### config.mk
export PLATFORM = sky130hd
export DESIGN_NAME = load_store_unit_flat
export DESIGN_NICKNAME = d
export VERILOG_FILES = /design/src/rtl/load_store_unit_if.sv /design/src/rtl/load_store_unit.sv /design/src/flat_wrapper.sv
export SDC_FILE = /design/constraint.sdc
export NUM_CORES = 1
export LEC_CHECK = 0
export CAP_MARGIN = 25
export CELL_PAD_IN_SITES_DETAIL_PLACEMENT = 0
export CELL_PAD_IN_SITES_GLOBAL_PLACEMENT = 2
export CORE_AREA = 3 3 203 106
export CTS_CLUSTER_DIAMETER = 40
export CTS_CLUSTER_SIZE = 30
export DETAILED_ROUTE_END_ITERATION = 10
export DIE_AREA = 0 0 206 109
export PLACE_DENSITY_LB_ADDON = 0.05
export SLEW_MARGIN = 10
export SYNTH_ARGS = -nofsm -noshare
export SYNTH_HDL_FRONTEND = slang
export SYNTH_SLANG_ARGS = --single-unit
### constraint.sdc
create_clock -name clk_i -period 2.23 [get_ports clk_i]
set_input_delay 0.3345 -clock clk_i [delete_from_list [all_inputs] [get_ports clk_i]]
set_output_delay 0.3345 -clock clk_i [all_outputs]
set_load 0.01 [all_outputs]
### src/rtl/load_store_unit_if.sv
// Bundles the request/response handshake and the byte-wide data-memory port
// of the load/store unit.
//   slave  : the load_store_unit side (takes requests, drives the memory port)
//   master : the environment side (pipeline memory stage plus the data memory)
// Signals: req_valid/req_ready/req_we/req_funct3/req_addr/req_wdata (request),
//          resp_valid/resp_err/resp_rdata (completion),
//          mem_re/mem_we/mem_addr/mem_wdata/mem_rdata (byte memory port).
interface load_store_unit_if #(
    parameter int unsigned ADDR_W = 8
);
    logic              req_valid;
    logic              req_ready;
    logic              req_we;
    logic [2:0]        req_funct3;
    logic [ADDR_W-1:0] req_addr;
    logic [31:0]       req_wdata;
    logic              resp_valid;
    logic              resp_err;
    logic [31:0]       resp_rdata;
    logic              mem_re;
    logic              mem_we;
    logic [ADDR_W-1:0] mem_addr;
    logic [7:0]        mem_wdata;
    logic [7:0]        mem_rdata;

    modport master (
        output req_valid, req_we, req_funct3, req_addr, req_wdata,
        input  req_ready, resp_valid, resp_err, resp_rdata,
        input  mem_re, mem_we, mem_addr, mem_wdata,
        output mem_rdata
    );

    modport slave (
        input  req_valid, req_we, req_funct3, req_addr, req_wdata,
        output req_ready, resp_valid, resp_err, resp_rdata,
        output mem_re, mem_we, mem_addr, mem_wdata,
        input  mem_rdata
    );
endinterface

### src/rtl/load_store_unit.sv
// Load/store unit: accepts one RV32I load or store per handshake and performs
// it as N single-byte accesses on an 8-bit data memory. Loads are assembled
// little-endian and sign/zero-extended; illegal funct3 gives an error response
// without touching memory.
// Ports:
//   clk_i  : clock, rising edge
//   rst_ni : synchronous active-low reset (also gates strobes/handshake outputs)
//   bus    : load_store_unit_if.slave (request, response and memory port)
// Optional feature: define LSU_ALIGN_CHECK_EN to reject misaligned halfword
// and word accesses with an error response.
module load_store_unit #(
    parameter int unsigned ADDR_W = 8
) (
    input  logic             clk_i,
    input  logic             rst_ni,
    load_store_unit_if.slave bus
);
    typedef enum logic [1:0] {StIdle, StXfer, StDrain, StResp} state_e;

    state_e            state_q;
    logic              ready_q;
    logic              we_q;
    logic              uns_q;
    logic [2:0]        n_q;
    logic [2:0]        cnt_q;      // number of byte strobes issued so far
    logic [ADDR_W-1:0] addr_q;
    logic [31:0]       wdata_q;
    logic [31:0]       result_q;
    logic              cap_q;      // mem_rdata carries a byte this cycle
    logic [1:0]        cap_idx_q;  // ... and this is its byte index
    logic              mem_re_q;
    logic              mem_we_q;
    logic [ADDR_W-1:0] mem_addr_q;
    logic [7:0]        mem_wdata_q;
    logic              resp_valid_q;
    logic              resp_err_q;
    logic [31:0]       resp_rdata_q;

    logic              req_legal;
    logic [2:0]        req_n;
    logic [31:0]       assembled;
    logic [31:0]       extended;
    logic              sign_bit;

    always_comb begin
        case (bus.req_funct3[1:0])
            2'b00:   req_n = 3'd1;
            2'b01:   req_n = 3'd2;
            default: req_n = 3'd4;
        endcase
        if (bus.req_we) begin
            req_legal = bus.req_funct3 inside {3'b000, 3'b001, 3'b010};
        end else begin
            req_legal = bus.req_funct3 inside {3'b000, 3'b001, 3'b010, 3'b100, 3'b101};
        end
`ifdef LSU_ALIGN_CHECK_EN
        if ((req_n == 3'd2 && bus.req_addr[0]) ||
            (req_n == 3'd4 && bus.req_addr[1:0] != 2'b00)) begin
            req_legal = 1'b0;
        end
`endif
    end

    // Result including the byte arriving this cycle; in DRAIN this is the final byte.
    always_comb begin
        assembled = result_q;
        if (cap_q) begin
            assembled[{cap_idx_q, 3'b000} +: 8] = bus.mem_rdata;
        end
        sign_bit = 1'b0;
        extended = assembled;
        case (n_q)
            3'd1: begin
                sign_bit = assembled[7] & ~uns_q;
                extended = {{24{sign_bit}}, assembled[7:0]};
            end
            3'd2: begin
                sign_bit = assembled[15] & ~uns_q;
                extended = {{16{sign_bit}}, assembled[15:0]};
            end
            default: extended = assembled;
        endcase
    end

    always_ff @(posedge clk_i) begin
        if (!rst_ni) begin
            state_q      <= StIdle;
            ready_q      <= 1'b0;
            we_q         <= 1'b0;
            uns_q        <= 1'b0;
            n_q          <= 3'd0;
            cnt_q        <= 3'd0;
            addr_q       <= '0;
            wdata_q      <= 32'd0;
            result_q     <= 32'd0;
            cap_q        <= 1'b0;
            cap_idx_q    <= 2'd0;
            mem_re_q     <= 1'b0;
            mem_we_q     <= 1'b0;
            mem_addr_q   <= '0;
            mem_wdata_q  <= 8'd0;
            resp_valid_q <= 1'b0;
            resp_err_q   <= 1'b0;
            resp_rdata_q <= 32'd0;
        end else begin
            mem_re_q     <= 1'b0;
            mem_we_q     <= 1'b0;
            resp_valid_q <= 1'b0;
            resp_err_q   <= 1'b0;
            resp_rdata_q <= 32'd0;
            cap_q        <= mem_re_q;
            cap_idx_q    <= cnt_q[1:0] - 2'd1;
            result_q     <= assembled;
            unique case (state_q)
                StIdle: begin
                    ready_q <= 1'b1;
                    if (ready_q && bus.req_valid) begin
                        ready_q  <= 1'b0;
                        we_q     <= bus.req_we;
                        uns_q    <= bus.req_funct3[2];
                        n_q      <= req_n;
                        addr_q   <= bus.req_addr;
                        wdata_q  <= bus.req_wdata;
                        result_q <= 32'd0;
                        if (req_legal) begin
                            // Byte 0 goes out straight away so strobes occupy cycles 1..N.
                            state_q    <= StXfer;
                            cnt_q      <= 3'd1;
                            mem_addr_q <= bus.req_addr;
                            if (bus.req_we) begin
                                mem_we_q    <= 1'b1;
                                mem_wdata_q <= bus.req_wdata[7:0];
                            end else begin
                                mem_re_q <= 1'b1;
                            end
                        end else begin
                            state_q      <= StResp;
                            cnt_q        <= 3'd0;
                            resp_valid_q <= 1'b1;
                            resp_err_q   <= 1'b1;
                        end
                    end
                end
                StXfer: begin
                    if (cnt_q < n_q) begin
                        cnt_q      <= cnt_q + 3'd1;
                        mem_addr_q <= addr_q + ADDR_W'(cnt_q);
                        if (we_q) begin
                            mem_we_q    <= 1'b1;
                            mem_wdata_q <= wdata_q[{cnt_q[1:0], 3'b000} +: 8];
                        end else begin
                            mem_re_q <= 1'b1;
                        end
                    end else if (we_q) begin
                        state_q      <= StResp;
                        resp_valid_q <= 1'b1;
                    end else begin
                        state_q <= StDrain;
                    end
                end
                StDrain: begin
                    state_q      <= StResp;
                    resp_valid_q <= 1'b1;
                    resp_rdata_q <= extended;
                end
                StResp: begin
                    state_q <= StIdle;
                    ready_q <= 1'b1;
                end
                default: state_q <= StIdle;
            endcase
        end
    end

    // Gating with rst_ni makes a reset abort the in-flight strobe at once.
    assign bus.req_ready  = ready_q & rst_ni;
    assign bus.resp_valid = resp_valid_q & rst_ni;
    assign bus.resp_err   = resp_err_q;
    assign bus.resp_rdata = resp_rdata_q;
    assign bus.mem_re     = mem_re_q & rst_ni;
    assign bus.mem_we     = mem_we_q & rst_ni;
    assign bus.mem_addr   = mem_addr_q;
    assign bus.mem_wdata  = mem_wdata_q;
endmodule

### src/flat_wrapper.sv
// flat-port wrapper written by rule: the top's interface ports become plain ports
module load_store_unit_flat 
#(
    parameter int unsigned ADDR_W = 8
)
  (clk_i, rst_ni, bus_req_valid, bus_req_we, bus_req_funct3, bus_req_addr, bus_req_wdata, bus_req_ready, bus_resp_valid, bus_resp_err, bus_resp_rdata, bus_mem_re, bus_mem_we, bus_mem_addr, bus_mem_wdata, bus_mem_rdata);
  load_store_unit_if #(.ADDR_W(ADDR_W)) bus_i ();
  input  logic clk_i;
  input  logic rst_ni;
  input wire logic [$bits(bus_i.req_valid)-1:0] bus_req_valid;
  input wire logic [$bits(bus_i.req_we)-1:0] bus_req_we;
  input wire logic [$bits(bus_i.req_funct3)-1:0] bus_req_funct3;
  input wire logic [$bits(bus_i.req_addr)-1:0] bus_req_addr;
  input wire logic [$bits(bus_i.req_wdata)-1:0] bus_req_wdata;
  output wire logic [$bits(bus_i.req_ready)-1:0] bus_req_ready;
  output wire logic [$bits(bus_i.resp_valid)-1:0] bus_resp_valid;
  output wire logic [$bits(bus_i.resp_err)-1:0] bus_resp_err;
  output wire logic [$bits(bus_i.resp_rdata)-1:0] bus_resp_rdata;
  output wire logic [$bits(bus_i.mem_re)-1:0] bus_mem_re;
  output wire logic [$bits(bus_i.mem_we)-1:0] bus_mem_we;
  output wire logic [$bits(bus_i.mem_addr)-1:0] bus_mem_addr;
  output wire logic [$bits(bus_i.mem_wdata)-1:0] bus_mem_wdata;
  input wire logic [$bits(bus_i.mem_rdata)-1:0] bus_mem_rdata;
  assign bus_i.req_valid = bus_req_valid;
  assign bus_i.req_we = bus_req_we;
  assign bus_i.req_funct3 = bus_req_funct3;
  assign bus_i.req_addr = bus_req_addr;
  assign bus_i.req_wdata = bus_req_wdata;
  assign bus_req_ready = bus_i.req_ready;
  assign bus_resp_valid = bus_i.resp_valid;
  assign bus_resp_err = bus_i.resp_err;
  assign bus_resp_rdata = bus_i.resp_rdata;
  assign bus_mem_re = bus_i.mem_re;
  assign bus_mem_we = bus_i.mem_we;
  assign bus_mem_addr = bus_i.mem_addr;
  assign bus_mem_wdata = bus_i.mem_wdata;
  assign bus_i.mem_rdata = bus_mem_rdata;
  load_store_unit #(.ADDR_W(ADDR_W)) u_core (.clk_i(clk_i), .rst_ni(rst_ni), .bus(bus_i));
endmodule
# Word-level counts from Yosys, hierarchy flattened

Index checks and enable logic that the tools add are counted.

Bits in registers: 138
Bits of input ports: 55
Output and inout bits: 53
Logic and storage cells: 108

Add/sub/neg operators: 4
Order comparisons: 1
Equal/unequal tests: 16
Shift-type cells: 3
Muxes and demuxes: 44
Bitwise logic cells: 7
Reductions and logical operators: 15

Operators with widths:

| kind                     | count |
|---|---|
| $mux W32                 | 3 |
| $mux W8                  | 8 |
| $pmux W32 S2             | 1 |
| $bwmux W32               | 1 |
| $pmux W8 S2              | 2 |
| $shift A8 B7 Y32 const A | 1 |
| $shiftx A32 B6 Y8        | 1 |
| $shiftx A8 B7 Y32        | 1 |
| $mux W1                  | 17 |
| $pmux W3 S2              | 2 |
| $add A8 B3 Y8            | 1 |
| $ne A2 B1 Y1 const B     | 4 |
| $pmux W2 S4              | 1 |
| $reduce_and A2 Y1        | 4 |
| $neg A5 Y7               | 1 |
| $and A1 B1 Y1            | 6 |
| $eq A3 B1 Y1 const B     | 2 |
| $eq A3 B2 Y1 const B     | 2 |
| $eq A3 B3 Y1 const B     | 2 |
| $mux W2                  | 3 |
| $mux W3                  | 2 |
| $pmux W1 S2              | 3 |
| $reduce_and A6 Y1        | 1 |
| $reduce_bool A5 Y1       | 1 |
| 15 further kinds         | 20 |

# Depth between registers and ports, before layout

Depth after elaboration: 6
Depth in mapped cells: 9
Mapped depth without buffers: 7

# Worst setup path before layout

No wires, ideal clock.

Kind: reg-to-reg
Start: reg u_core.cap_idx_q[0]
End: reg u_core.resp_rdata_q[30], in the netlist u_core.bus.resp_rdata[30]
Setup time: 77 ps
Arrival time: 2143 ps
Data required time: 2153 ps
Path slack: 10 ps
Stages on the path, launching flop included: 10
Buffers on the path: 2
Period minus slack after synthesis: 2220 ps
Cells stage by stage: dfxtp_1 inv_1 ha_1 and4bb_1 buf_2 a22oi_1 nor3b_2 o21ai_1 buf_2 o21ai_0

Cells in the longest elaborated chain, start to end: 6
Elaborated cells on any way between the ends: 8
Classes of those cells: add/sub (1); shift (2); mux (3); bitwise (2)

RTL lines:

| what                                                  | line                                         | text |
|---|---|---|
| from (decl)                                           | load_store_unit.sv:30                        | `logic [1:0] cap_idx_q;` |
| from (signal assigned)                                | load_store_unit.sv:112                       | `cap_idx_q <= cnt_q[1:0] - 2'd1;` |
| $neg A5 Y7 *                                          | load_store_unit.sv:68                        | `assembled[{cap_idx_q, 3'b000} +: 8] = bus.mem_rdata;` |
| $shiftx A8 B7 Y32 or $shift A8 B7 Y32 (tied branches) | load_store_unit.sv:68                        |  |
| $bwmux W32 *                                          | load_store_unit.sv:68                        |  |
| $mux W32 *                                            | load_store_unit.sv:67                        | `if (cap_q) begin` |
| $and A1 B1 Y1, on equally long branches               | load_store_unit.sv:78, load_store_unit.sv:74 |  |
| $pmux W32 S2 *                                        | load_store_unit.sv:72                        | `case (n_q)` |
| to (signal assigned)                                  | load_store_unit.sv:164                       | `resp_rdata_q <= extended;` |
| to (decl)                                             | load_store_unit.sv:37                        | `logic [31:0] resp_rdata_q;` |

Every way passes the cells marked *; elsewhere a longest branch is shown, timed or not.
A chain may end at the register's enable or synchronous reset.

# Worst setup path in the final report

Start: reg u_core.state_q[0]
End: reg u_core.mem_wdata_q[6], in the netlist u_core.bus.mem_wdata[6]

Cells in the longest elaborated chain, start to end: 3
Elaborated cells on any way between the ends: 10
Classes of those cells: eq/ne (6); mux (1); reduce/logical (3)

RTL lines:

| what                                                 | line                   | text |
|---|---|---|
| from (decl)                                          | load_store_unit.sv:20  | `state_e state_q;` |
| from (signal assigned)                               | load_store_unit.sv:87  | `state_q <= StIdle;` |
| from (signal assigned)                               | load_store_unit.sv:127 | `state_q <= StXfer;` |
| from (signal assigned)                               | load_store_unit.sv:137 | `state_q <= StResp;` |
| $eq A2 B1 Y1 or $logic_not A2 Y1 (tied branches)     | load_store_unit.sv:114 | `unique case (state_q)` |
| $ne A2 B1 Y1 (no line), or another cell as far along | -                      |  |
| $reduce_and A6 Y1 (no line)                          | -                      |  |
| to (signal assigned)                                 | load_store_unit.sv:132 | `mem_wdata_q <= bus.req_wdata[7:0];` |
| to (signal assigned)                                 | load_store_unit.sv:150 | `mem_wdata_q <= wdata_q[{cnt_q[1:0], 3'b000} +: 8];` |
| to (decl)                                            | load_store_unit.sv:34  | `logic [7:0] mem_wdata_q;` |

Several ways; a longest one is shown, not always the timed one.

==> results <==
- From bottom edge to top edge, the die measures 109 um.
- The width of the die is 206 um.
- After floorplanning, the core was sized to cover 19500 um^2.
- The wire-length estimate of the detail-placed layout is 10.4 mm.
- Global routing finished with a remaining overflow of 0.
- The initial core utilization is 0.282.
- The area growth from synthesis to layout is 39.0%.
- For this design, the sink count on the clock tree is 138.
- Internal power comes to 5.34 mW.
- The unique cell type count in the Yosys netlist is 53.
- CTS placed an instance of clkbuf_16 at the clock tree root.
- The average wire length per cell after detail routing is 15.5 um.
- The worst setup path is captured at a flip-flop.
- The count of buffers inserted at the top-level ports is 107.
- The via count of the first global-routing pass came to 4482.
- The global-route wire length before repair is 24.4 mm.
- The number of detailed-routing iterations run before antenna repair is 4.
- The relative slew slack is 0.645.
- The number of routed nets with antenna violations is 0.
- OpenSTA, run right after detailed placement, puts the worst setup slack at 0.0124 ns.
- The number of levels the H-tree was split into is 4.
- The part of the total power dissipated in the clock network is 0.353.
- The row count is 36.
- The cell depth of the worst min-delay path is 2.
- The initial antenna violation count was 0.
- After clock tree synthesis, the clock-pin slew on the worst setup and hold paths is 0.06 ns.
- Counting flops and latches in the post-synthesis netlist gives 138.
- The power density over cell area is 1020 nW/um^2.
- The antenna diode count is 0.
- In the routed layout, each cell is associated on average with a via count of 4.56.
- Of all cell types, the one taking the most synthesized area is dfxtp_1.
- The highest achievable clock rate is 471 MHz.
- The finished cells cover 7670 um^2.
- The proportion of power drawn by combinational gates is 0.273.
- The number of DRC violations after detailed routing is 0.
- Summing every instance area after synthesis gives 5520 um^2.
- The critical path start-end classification is reg2reg.
- The number of buffers added by the clock tree synthesis step is 17.
- The minimum clock period is 2.12 ns.
- The largest net degree at the start of global routing is 52.
- The max-capacitance violation count is 0.
- The starting DRC count in detailed routing is 221.
- The count of endpoints failing hold in the final timing report is 0.
- The flow ran to the end, and the final reports show no timing, DRC or antenna violations.
- The synthesized design contains 0 enable-type register cells.
- The source-to-sink clock delay at the later pin of the worst-skew pair is 0.42 ns.
- The share of total power consumed by net switching is 0.319.
- The highest net fanout along the worst path is 8.
- The total design power is 7.84 mW.
- Summed over all layers, the routed wires come to 15.5 mm.
- By count the netlist is led by 138 x dfxtp_1, 108 x nand2_1, 61 x nor2_1, 48 x a21boi_0, 32 x o21ai_0.
- The synthesized netlist net count is 661.
- The aggregate global-route resource usage is 0.142.
- The endpoint arrival time on the critical path is 2.43 ns.
- The number of setup violations in the final report is 0.
- The sequential cell area in the final layout is 2760 um^2.
- The share of the synthesized area in the top cell type is 0.501.
- The multi-input combinational cell area is 2590 um^2.
- The final-layout fill cell count is 2016.
- The share of cells above drive strength 1 is 0.123.
- In this run the static leakage power is 2.83 nW.
- The peak supply drop is 0.510 mV.
- In this run the count of I/O pins placed on the die edge is 108.
- The maximum clock insertion buffer count is 2.
- Synthesis produced a netlist whose cell count is 591.
- For this run, the post-layout net count is 788.
- Detailed routing inserted a total of 4542 vias.
- The worst clock skew is 0.00697 ns.
- The tightest min-delay check is of the reg2reg type.
- Counting flops with an async set or reset pin after synthesis yields a share of 0.
- The startpoint kind of the worst setup timing path is a flip-flop.
- The final weighted congestion of routability-driven global placement is 0.724.
- The number of max-slew violations in the final report is 0.
- The number of cells on the worst reg-to-reg path is 9.
- For the pin with the worst max-slew slack, the measured transition is 0.530 ns.
- Once routing completed, OpenROAD measured the worst setup slack at 0.106 ns.
- The required arrival time at the worst endpoint is 2.54 ns.
- A synthesized cell averages 9.34 um^2.
- The share of total power dissipated in sequential elements is 0.374.
- The most repeated cell in the gate-level netlist after synthesis is dfxtp_1.
- The die covers 22500 um^2.
- The analysis attributes to net switching a power of 2.50 mW.
- Summing all placed instances gives a cell area of 7050 um^2.
- The synthesis warning total is 0.
- The most used flip-flop cell after synthesis is dfxtp_1.
- By area the synthesized netlist is led by dfxtp_1 50%, nand2_1 7.3%, a21boi_0 6.5%, a22oi_1 4.2%, nor2_1 4.1%.
- TritonCTS built the clock tree.
- The proportion of synthesized chip area in sequential cells is 0.501.
- Of the available clock period, the critical path in the final layout requires 0.953.
[power groups by stage]
| stage | Clock [mW] | Combinational (mW) | Sequential [mW] |
|---|---|---|---|
| 6_report | 2.77 | 2.14 | 2.93 |
| 5_1_grt | 2.96 | 2.39 | 2.97 |
| 4_1_cts | 2.84 | 2.14 | 2.94 |
| 3_5_place_dp | 0 | 2.13 | 2.99 |
| 3_3_place_gp | 0 | 2.13 | 2.99 |
| 2_1_floorplan | 0 | 1.18 | 2.99 |
[cells by family after synthesis]
group,after synthesis,synth area share
flops,138,0.501
mux,19,0.0526
xor+xnor,7,0.0111
simple gates,205,0.161
fa+ha+maj,15,0.0354
compound gates,162,0.207
buf+inv,45,0.0326
[area by class of cell]
type / instances / area share
sequential: 138 / 0.360
multi-input combinational: 408 / 0.337
timing repair buffer: 142 / 0.178
clock buffer: 20 / 0.0608
tap: 266 / 0.0434
clock inverter: 12 / 0.0148
inverter: 11 / 0.00538
[per-stage QoR]
stage | hold slack (ns) | util | cells | setup TNS [ns]
6_report | 0.462 | 0.392 | 997 | 0
2_1_floorplan | 0.427 | - | 591 | 0
4_1_cts | 0.457 | 0.390 | 992 | 0
5_1_grt | 0.475 | 0.392 | 997 | -0.00417
3_3_place_gp | 0.453 | 0.361 | 960 | 0
3_5_place_dp | 0.458 | 0.361 | 960 | 0
[placed cells by master, fill, tap and decap left out, types with 3 or more instances in the layout]
cell type / instances
o21a_1: 9
mux4_2: 8
a21oi_2: 3
a22oi_1: 31
inv_1: 11
o211ai_1: 6
buf_4: 31
clkbuf_8: 3
ha_1: 14
buf_12: 3
nor2_1: 61
nand3_1: 4
dfxtp_1: 138
clkbuf_16: 17
o21ai_0: 31
a211oi_1: 3
o211a_1: 4
xor2_1: 3
mux2i_1: 11
a21oi_1: 11
a21boi_0: 48
and2_1: 8
clkdlybuf4s50_1: 106
inv_6: 4
xnor2_1: 4
nor2b_1: 5
nand2_1: 108
clkinvlp_4: 4
[sequential cells by signal, indices dropped and copies added (netlist names)]
signal	cells
u_core.addr_q	8
u_core.bus.mem_addr	8
u_core.bus.mem_wdata	8
u_core.bus.resp_err	1
u_core.bus.resp_rdata	32
u_core.cap_idx_q	2
u_core.cap_q	1
u_core.cnt_q	3
u_core.mem_re_q	1
u_core.mem_we_q	1
u_core.n_q	3
u_core.ready_q	1
u_core.resp_valid_q	1
u_core.result_q	32
u_core.state_q	2
u_core.uns_q	1
u_core.wdata_q	32
u_core.we_q	1
[worst paths after layout]
check                           slack [ns]                      startpoint                                   end
worst min-delay path                  0.46  u_core.wdata_q[4]$_SDFFE_PN0P_        u_core.wdata_q[4]$_SDFFE_PN0P_
worst max-delay path                  0.11  u_core.state_q[0]$_SDFFE_PN0P_  u_core.bus.mem_wdata[6]$_SDFFE_PN0P_
worst max register to register        0.11  u_core.state_q[0]$_SDFFE_PN0P_  u_core.bus.mem_wdata[6]$_SDFFE_PN0P_
worst min register to register        0.46  u_core.wdata_q[4]$_SDFFE_PN0P_        u_core.wdata_q[4]$_SDFFE_PN0P_
[layer usage]
| layer | wire length [um] | global-route usage | share of wire | vias up |
|---|---|---|---|---|
| met1 | 7850 | 0.194 | 0.51 | 2127 |
| li1 | - | - | - | 2322 |
| met2 | 6730 | 0.217 | 0.44 | 81 |
| met3 | 749 | 0.0426 | 0.048 | 12 |
| met4 | 118 | 0.0392 | 0.0076 | 0 |
| met5 | 0 | 0 | 0 | - |
[worst max-delay path, stage by stage (launching register included)]
cell and delay (ns):
dfxtp_1 0.36, inv_1 0.10, ha_1 0.23, and3_2 0.25, nand2_2 0.09, a222oi_1 0.31
buf_4 0.18, clkdlybuf4s18_2 0.32, buf_4 0.15, a21oi_2 0.04
[timing repair]
| action | 4_1_cts | 5_1_grt |
|---|---|---|
| gates resized for setup | 0 | 3 |
| setup buffers | 0 | 4 |
| endpoints found under the setup margin | 0 | 12 |
| hold buffers | 0 | 0 |
No activity file was read; power rests on OpenSTA's default activity.
